[config.mk]
export PLATFORM = sky130hd
export DESIGN_NAME = muldiv_sequencer
export DESIGN_NICKNAME = d
export VERILOG_FILES = /design/src/rtl/muldiv_pkg.sv /design/src/rtl/muldiv_step.sv /design/src/rtl/muldiv_sequencer.sv
export SDC_FILE = /design/constraint.sdc
export NUM_CORES = 1
export LEC_CHECK = 0
export ABC_CLOCK_PERIOD_IN_PS = 12400
export CORE_MARGIN = 2
export CORE_UTILIZATION = 45
export DETAILED_ROUTE_END_ITERATION = 6
export GPL_TIMING_DRIVEN = 0
export HOLD_SLACK_MARGIN = 0.15
export MAX_ROUTING_LAYER = met4
export SYNTH_ARGS = -nofsm -noshare
export SYNTH_HDL_FRONTEND = slang
export SYNTH_SLANG_ARGS = --single-unit
[constraint.sdc]
create_clock -name clk -period 12.4 [get_ports clk]
set_clock_uncertainty 0.05 [all_clocks]
set_input_delay 2.48 -clock clk [delete_from_list [all_inputs] [get_ports clk]]
set_output_delay 2.48 -clock clk [all_outputs]
set_load 0.1 [all_outputs]
[src/rtl/muldiv_pkg.sv]
// -----------------------------------------------------------------------------
// muldiv_pkg
// Shared types and constants for the HI/LO multiply/divide sequencer:
//   MULDIV_WIDTH    default operand / HI / LO width
//   muldiv_op_t     operation encoding driven by the core decoder
//   muldiv_state_t  sequencer FSM states
//   step_mode_t     selects the multiply or divide datapath in muldiv_step
// -----------------------------------------------------------------------------
package muldiv_pkg;

    localparam int MULDIV_WIDTH = 32;

    typedef enum logic [2:0] {
        MULT  = 3'd0,
        MULTU = 3'd1,
        DIV   = 3'd2,
        DIVU  = 3'd3,
        MTHI  = 3'd4,
        MTLO  = 3'd5
    } muldiv_op_t;

    typedef enum logic [1:0] {
        ST_IDLE = 2'd0,
        ST_MUL  = 2'd1,
        ST_DIV  = 2'd2,
        ST_FIX  = 2'd3
    } muldiv_state_t;

    typedef enum logic {
        STEP_MUL = 1'b0,
        STEP_DIV = 1'b1
    } step_mode_t;

endpackage

[src/rtl/muldiv_step.sv]
// -----------------------------------------------------------------------------
// muldiv_step
// One iteration of the multiply/divide datapath (purely combinational).
//   mode_i   STEP_MUL: acc_o = acc_i + opnd_i (caller pre-gates opnd_i with
//                      the current multiplier bit and pre-shifts it)
//            STEP_DIV: restoring-division step on {remainder, dividend};
//                      opnd_i[WIDTH-1:0] is the divisor
//   acc_i    accumulator (MUL) or {remainder, dividend/quotient} (DIV)
//   opnd_i   shifted multiplicand (MUL) or zero-extended divisor (DIV)
//   acc_o    next accumulator; in DIV mode bit 0 is left clear
//   q_bit_o  quotient bit produced by this step (DIV only, 0 in MUL)
// -----------------------------------------------------------------------------
module muldiv_step
    import muldiv_pkg::*;
#(
    parameter int WIDTH = MULDIV_WIDTH
) (
    input  logic               mode_i,
    input  logic [2*WIDTH-1:0] acc_i,
    input  logic [2*WIDTH-1:0] opnd_i,
    output logic [2*WIDTH-1:0] acc_o,
    output logic               q_bit_o
);

    // Partial remainder shifted left with the next dividend bit: WIDTH+1 bits.
    logic [WIDTH:0]   shifted;
    logic             fits;
    logic [WIDTH-1:0] rem_next;

    always_comb begin
        // NOTE: every variable gets a default first so no path can infer a latch.
        acc_o    = acc_i;
        q_bit_o  = 1'b0;
        shifted  = acc_i[2*WIDTH-1:WIDTH-1];
        fits     = shifted >= {1'b0, opnd_i[WIDTH-1:0]};
        // When the divisor fits, the difference is below the divisor, so the
        // truncation to WIDTH bits never loses a set bit.
        rem_next = fits ? WIDTH'(shifted - {1'b0, opnd_i[WIDTH-1:0]})
                        : shifted[WIDTH-1:0];

        if (mode_i == STEP_DIV) begin
            acc_o   = {rem_next, acc_i[WIDTH-2:0], 1'b0};
            q_bit_o = fits;
        end else begin
            acc_o   = acc_i + opnd_i;
        end
    end

endmodule

[src/rtl/muldiv_sequencer.sv]
// -----------------------------------------------------------------------------
// muldiv_sequencer
// Iterative HI/LO unit for the single-cycle MIPS core: MULT/MULTU/DIV/DIVU one
// bit per cycle, MTHI/MTLO in the accept cycle. Owns the HI and LO registers.
//
// Ports:
//   clk, reset     clock; asynchronous active-high reset
//   clk_enable     global advance enable; low freezes every register
//   start, op      request (muldiv_op_t encoding), sampled only in IDLE
//   rs_val, rt_val operands, captured at accept
//   busy           operation in flight (core stalls)
//   done           one-cycle pulse in the cycle after HI/LO are written
//   hi, lo         architectural HI / LO
//   div_by_zero    last DIV/DIVU had rt_val == 0; cleared by next accept
//
// Build option: define MULDIV_EARLY_OUT_EN to finish a multiply as soon as
// the remaining multiplier magnitude is zero.
// -----------------------------------------------------------------------------
module muldiv_sequencer
    import muldiv_pkg::*;
#(
    parameter int WIDTH = MULDIV_WIDTH
) (
    input  logic             clk,
    input  logic             reset,
    input  logic             clk_enable,
    input  logic             start,
    input  logic [2:0]       op,
    input  logic [WIDTH-1:0] rs_val,
    input  logic [WIDTH-1:0] rt_val,
    output logic             busy,
    output logic             done,
    output logic [WIDTH-1:0] hi,
    output logic [WIDTH-1:0] lo,
    output logic             div_by_zero
);

`ifdef MULDIV_EARLY_OUT_EN
    localparam bit EARLY_OUT = 1'b1;
`else
    localparam bit EARLY_OUT = 1'b0;
`endif

    localparam int CNT_W = $clog2(WIDTH + 1);

    muldiv_state_t      state_q;
    step_mode_t         mode_q;
    logic [CNT_W-1:0]   cnt_q;
    logic [2*WIDTH-1:0] acc_q;
    logic [2*WIDTH-1:0] opnd_q;     // multiplicand (shifts left) or divisor
    logic [WIDTH-1:0]   mplier_q;   // remaining multiplier (shifts right)
    logic               neg_q_q;    // negate product / quotient
    logic               neg_r_q;    // negate remainder
    logic [WIDTH-1:0]   hi_q, lo_q;
    logic               busy_q, done_q, dz_q;

    // Operand capture.
    muldiv_op_t       op_e;
    logic             op_signed, rs_neg, rt_neg;
    logic [WIDTH-1:0] mag_rs, mag_rt;

    assign op_e      = muldiv_op_t'(op);
    assign op_signed = (op_e == MULT) || (op_e == DIV);
    assign rs_neg    = op_signed & rs_val[WIDTH-1];
    assign rt_neg    = op_signed & rt_val[WIDTH-1];
    // -0x80..0 wraps to itself, which is the correct unsigned magnitude.
    assign mag_rs    = rs_neg ? -rs_val : rs_val;
    assign mag_rt    = rt_neg ? -rt_val : rt_val;

    // One datapath step.
    logic [2*WIDTH-1:0] step_opnd, step_acc, acc_d;
    logic               step_q;

    assign step_opnd = (mode_q == STEP_MUL && !mplier_q[0]) ? '0 : opnd_q;

    muldiv_step #(.WIDTH(WIDTH)) u_step (
        .mode_i  (mode_q),
        .acc_i   (acc_q),
        .opnd_i  (step_opnd),
        .acc_o   (step_acc),
        .q_bit_o (step_q)
    );

    // The quotient bit lands in the slot the step vacated; it is 0 in MUL.
    assign acc_d = {step_acc[2*WIDTH-1:1], step_acc[0] | step_q};

    // Last multiply step: counter exhausted or, with early-out, no set
    // multiplier bits remain after the one consumed this cycle.
    logic mul_last;
    assign mul_last = (cnt_q == CNT_W'(1)) ||
                      (EARLY_OUT && (mplier_q[WIDTH-1:1] == '0));

    // Sign fix-up applied in FIX.
    logic [2*WIDTH-1:0] prod_res;
    logic [WIDTH-1:0]   quot_res, rem_res;

    assign prod_res = neg_q_q ? -acc_q : acc_q;
    assign quot_res = neg_q_q ? -acc_q[WIDTH-1:0] : acc_q[WIDTH-1:0];
    assign rem_res  = neg_r_q ? -acc_q[2*WIDTH-1:WIDTH] : acc_q[2*WIDTH-1:WIDTH];

    // NOTE: sequential state uses non-blocking assignments so every register
    // in this block sees the pre-edge values of the others.
    always_ff @(posedge clk or posedge reset) begin
        if (reset) begin
            state_q  <= ST_IDLE;
            mode_q   <= STEP_MUL;
            cnt_q    <= '0;
            acc_q    <= '0;
            opnd_q   <= '0;
            mplier_q <= '0;
            neg_q_q  <= 1'b0;
            neg_r_q  <= 1'b0;
            hi_q     <= '0;
            lo_q     <= '0;
            busy_q   <= 1'b0;
            done_q   <= 1'b0;
            dz_q     <= 1'b0;
        end else if (clk_enable) begin
            done_q <= 1'b0;
            unique case (state_q)
                ST_IDLE: begin
                    if (start) begin
                        unique case (op_e)
                            MTHI: begin
                                hi_q   <= rs_val;
                                done_q <= 1'b1;
                                dz_q   <= 1'b0;
                            end
                            MTLO: begin
                                lo_q   <= rs_val;
                                done_q <= 1'b1;
                                dz_q   <= 1'b0;
                            end
                            MULT, MULTU: begin
                                mode_q   <= STEP_MUL;
                                acc_q    <= '0;
                                opnd_q   <= {{WIDTH{1'b0}}, mag_rs};
                                mplier_q <= mag_rt;
                                neg_q_q  <= rs_neg ^ rt_neg;
                                neg_r_q  <= 1'b0;
                                cnt_q    <= CNT_W'(WIDTH);
                                busy_q   <= 1'b1;
                                dz_q     <= 1'b0;
                                state_q  <= (EARLY_OUT && mag_rt == '0) ? ST_FIX : ST_MUL;
                            end
                            DIV, DIVU: begin
                                mode_q  <= STEP_DIV;
                                opnd_q  <= {{WIDTH{1'b0}}, mag_rt};
                                cnt_q   <= CNT_W'(WIDTH);
                                busy_q  <= 1'b1;
                                if (rt_val == '0) begin
                                    // Preload the final answer; FIX copies it
                                    // out with no sign correction.
                                    acc_q   <= {rs_val, {WIDTH{1'b1}}};
                                    neg_q_q <= 1'b0;
                                    neg_r_q <= 1'b0;
                                    dz_q    <= 1'b1;
                                    state_q <= ST_FIX;
                                end else begin
                                    acc_q   <= {{WIDTH{1'b0}}, mag_rs};
                                    neg_q_q <= rs_neg ^ rt_neg;
                                    neg_r_q <= rs_neg;
                                    dz_q    <= 1'b0;
                                    state_q <= ST_DIV;
                                end
                            end
                            default: ;  // reserved encodings are not accepted
                        endcase
                    end
                end
                ST_MUL: begin
                    acc_q    <= acc_d;
                    opnd_q   <= opnd_q << 1;
                    mplier_q <= mplier_q >> 1;
                    cnt_q    <= cnt_q - CNT_W'(1);
                    if (mul_last) state_q <= ST_FIX;
                end
                ST_DIV: begin
                    acc_q <= acc_d;
                    cnt_q <= cnt_q - CNT_W'(1);
                    if (cnt_q == CNT_W'(1)) state_q <= ST_FIX;
                end
                ST_FIX: begin
                    if (mode_q == STEP_MUL) begin
                        hi_q <= prod_res[2*WIDTH-1:WIDTH];
                        lo_q <= prod_res[WIDTH-1:0];
                    end else begin
                        hi_q <= rem_res;
                        lo_q <= quot_res;
                    end
                    busy_q  <= 1'b0;
                    done_q  <= 1'b1;
                    state_q <= ST_IDLE;
                end
                default: state_q <= ST_IDLE;
            endcase
        end
    end

    assign busy        = busy_q;
    assign done        = done_q;
    assign hi          = hi_q;
    assign lo          = lo_q;
    assign div_by_zero = dz_q;

endmodule

==> impl_metrics.env <==
export IMPL_status="complete, but fails checks"
export IMPL_violations="design-rule violations"
export IMPL_grt_pass1_vias=20491
export IMPL_finalSetupTns_ps=0
export IMPL_drive_gt1_share_pct=3.02
export IMPL_max_cap_viol_count=0
export IMPL_syn_inst=2724
export IMPL_path_cells="clkdlybuf4s50_1, inv_1, ha_1, or4b_2, nor4_1, nand2_1, nor2_1, and3_1, buf_4, buf_2, nand2_1, o21ai_0, o22a_1"
export IMPL_drt_first_pass_iters=7
export IMPL_layout_min_cycle_time_ps=6830
export IMPL_worstSetupStartpointType="input pin"
export IMPL_core_area_um2=45100
export IMPL_cp_data_required_time_ps=12850
export IMPL_io_buffers=133
export IMPL_placed_area_um2=22600
export IMPL_clock_sinks=238
export IMPL_slowest_stage="nor4_1"
export IMPL_p_comb_share_pct=68.6
export IMPL_finalInstanceArea_um2=23500
export IMPL_hp_start="hi[2]"
export IMPL_vias=22043
export IMPL_hp_class="reg -> reg"
export IMPL_whs_ps=423
export IMPL_max_stage_delay_ps=850
export IMPL_ant_nets=0
export IMPL_path_clk_slew_ps=60
export IMPL_grt_max_degree=90
export IMPL_grt_setup_unrepaired="no"
export IMPL_drc=2
export IMPL_yosys_warnings=0
export IMPL_clockBufferDepth=3
export IMPL_setup_violations_final=0
export IMPL_ctsRootBufferMaster="clkbuf_16"
export IMPL_via_per_inst=6.27
export IMPL_yosys_register_bits=238
export IMPL_multi_input_area_um2=13500
export IMPL_power_density_nw_per_um2=323
export IMPL_p_leak_nw=10.1
export IMPL_wl_per_cell_um=26.2
export IMPL_grt_usage_pct=39.7
export IMPL_rows=78
export IMPL_p_int_mw=3.19
export IMPL_die_area_um2=47100
export IMPL_num_io_pins=138
export IMPL_syn_cell_area_um2=20400
export IMPL_worstSetupEndpointType="flip-flop"
export IMPL_cts_hold_buf=0
export IMPL_postCtsResizedCells=0
export IMPL_fillers=4457
export IMPL_ir_drop_mv=0.214
export IMPL_start_util_pct=45.3
export IMPL_timing_rr_start="mode_q"
export IMPL_crit_path_frequent_cell="nand2_1"
export IMPL_regArea_um2=5960
export IMPL_p_sw_mw=4.40
export IMPL_crit_start="rt_val[0]"
export IMPL_routed_top_layer="met4"
export IMPL_postCtsSetupRepairBufs=0
export IMPL_die_w_um=217
export IMPL_reg2reg_to="acc_q[57]"
export IMPL_met2RoutedLength_mm=38.4
export IMPL_place_congestion=1.15
export IMPL_hold_depth=1
export IMPL_fin_nets=3067
export IMPL_power_mw=7.59
export IMPL_async_flop_share_pct=100
export IMPL_cp_max_fo=10
export IMPL_grt_pass1_wl_mm=135
export IMPL_fin_crit_sh_pct=55.1
export IMPL_p_seq_share_pct=20.0
export IMPL_finalWirelength_mm=92.0
export IMPL_synth_edf_count=0
export IMPL_synth_nets=2901
export IMPL_reg2reg_slack_ps=5850
export IMPL_cts_buffers=29
export IMPL_die_h_um=217
export IMPL_r2r_cells=15
export IMPL_max_slew_margin_pct=13.8
export IMPL_wl_met3_mm=9.28
export IMPL_crit_arrival_ps=7290
export IMPL_tightestPinTransition_ps=1280
export IMPL_seq_area_frac_synth_pct=29.2
export IMPL_cts_tree="done"
export IMPL_antenna_found_initial=2
export IMPL_synth_distinct_cells=82
export IMPL_hold_viol=0
export IMPL_htree_levels=1
export IMPL_path_class="in -> reg"
export IMPL_min_to="hi[2]"
export IMPL_ys_flop_type="dfrtp_1"
export IMPL_drt_iter0_drc=2834
export IMPL_syn_to_final_growth_pct=15.2
export IMPL_max_freq_ghz=0.146
export IMPL_utilization_pct=52.2
export IMPL_p_sw_share_pct=58.0
export IMPL_clkPwrFrac_pct=11.4
export IMPL_dpl_hpwl_mm=74.8
export IMPL_avgSynthCellArea_um2=7.49
export IMPL_clk_latency_ps=580
export IMPL_slew_viol_final=0
export IMPL_overflow=0
export IMPL_drt_met1_wl_mm=39.1
-- metal layers --
| metal | vias up | global-route usage (%) |
|---|---|---|
| met5 | - | - |
| met1 | 10538 | 54.5 |
| met4 | 0 | 18.4 |
| met2 | 1225 | 57.1 |
| met3 | 210 | 6.47 |
| li1 | 10070 | - |
-- state kept, by name, indices dropped and copies added, names as in the netlist --
name         cells
acc_q           64
busy             1
cnt_q            6
div_by_zero      1
done             1
hi              32
lo              32
mode_q           1
mplier_q        32
neg_q_q          1
neg_r_q          1
opnd_q          64
state_q          2
-- worst max path at each step --
stage               cells past startpoint  slack [ps]      endpoint
finish                                 13        5570     acc_q[57]
global route                           13        5490     acc_q[57]
CTS                                    13        5740     acc_q[57]
detailed placement                     13        5150     acc_q[57]
global placement                        2         150  mplier_q[18]
floorplan                               1        3340      acc_q[0]
-- power by group through the flow --
stage | Clock, mW | Sequential [mW] | Combinational [mW]
finish | 0.869 | 1.52 | 5.21
global route | 0.901 | 1.54 | 5.55
CTS | 0.876 | 1.49 | 5.07
detailed placement | 0 | 1.50 | 5.05
global placement | 0 | 1.49 | 5.03
floorplan | 0 | 2.03 | 2.88
-- logic make-up after synthesis --
logic type,after synthesis,share of synthesized area (%)
AND/OR/NAND/NOR,982,22.0
AO/OA/AOI/OAI,910,26.8
buffers and inverters,241,4.51
flip-flops,238,29.2
XOR/XNOR,204,8.75
adder cells (fa/ha/maj),106,6.57
multiplexers,43,2.14
-- Yosys cell counts (23+ instances only) --
| cell | n | area share, % |
|---|---|---|
| o31ai_1 | 33 | 1.2 |
| o21ai_0 | 293 | 7.2 |
| nor3_1 | 33 | 0.81 |
| nor2_1 | 218 | 4.0 |
| mux2i_1 | 38 | 1.9 |
| inv_1 | 76 | 1.4 |
| nand3_1 | 76 | 1.9 |
| nor2b_1 | 23 | 0.70 |
| a21oi_1 | 303 | 7.4 |
| a211oi_1 | 48 | 1.8 |
| clkbuf_1 | 152 | 2.8 |
| ha_1 | 104 | 6.4 |
| and2_1 | 47 | 1.4 |
| dfrtp_1 | 238 | 29 |
| a21o_1 | 53 | 1.9 |
| xor2_1 | 73 | 3.1 |
| o21bai_1 | 25 | 0.92 |
| nand4_1 | 26 | 0.80 |
| and3_1 | 23 | 0.70 |
| nand2_1 | 431 | 7.9 |
| xnor2_1 | 131 | 5.6 |
-- worst max-delay path, delay by kind of cell --
kind | cells | cell delay [ps]
simple gates | 6 | 2740
buf+inv | 4 | 1250
compound gates | 2 | 610
fa+ha+maj | 1 | 200
-- cells in the final DEF, fill, tap and decap left out, types with 20 or more instances in the layout --
cell,netlist,final
o21bai_1,25,25
clkbuf_16,0,29
o21ai_0,293,293
and3_1,23,23
nor3_1,33,33
clkbuf_1,152,157
and2_1,47,47
dfrtp_1,238,238
clkdlybuf4s50_1,0,133
nor2b_1,23,23
ha_1,104,104
a21o_1,53,53
xor2_1,73,73
nand3_1,76,76
nand2_1,431,431
a21oi_1,303,303
nand4_1,26,26
inv_1,76,75
xnor2_1,131,131
mux2i_1,38,38
nor2_1,218,218
o31ai_1,33,33
nand2b_1,20,20
a221oi_1,22,22
a211oi_1,48,48
-- final cells by class --
cell class	instances	area share [%]
Inverter	78	1.28
Tap cell	600	3.19
Multi-Input combinational cell	2245	57.5
Timing Repair Buffer	135	5.89
Sequential cell	238	25.3
Buffer	163	2.67
Clock buffer	39	3.46
Antenna cell	3	0.0319
Clock inverter	12	0.612
-- through the flow --
stage	worst slack (ps)	instances
after floorplan	3340	2724
after global placement	147	3457
after detailed placement	5150	3459
after CTS	5740	3510
after global routing	5490	3510
final	5570	3513
Note: power is estimated with default switching activity, not from simulation.
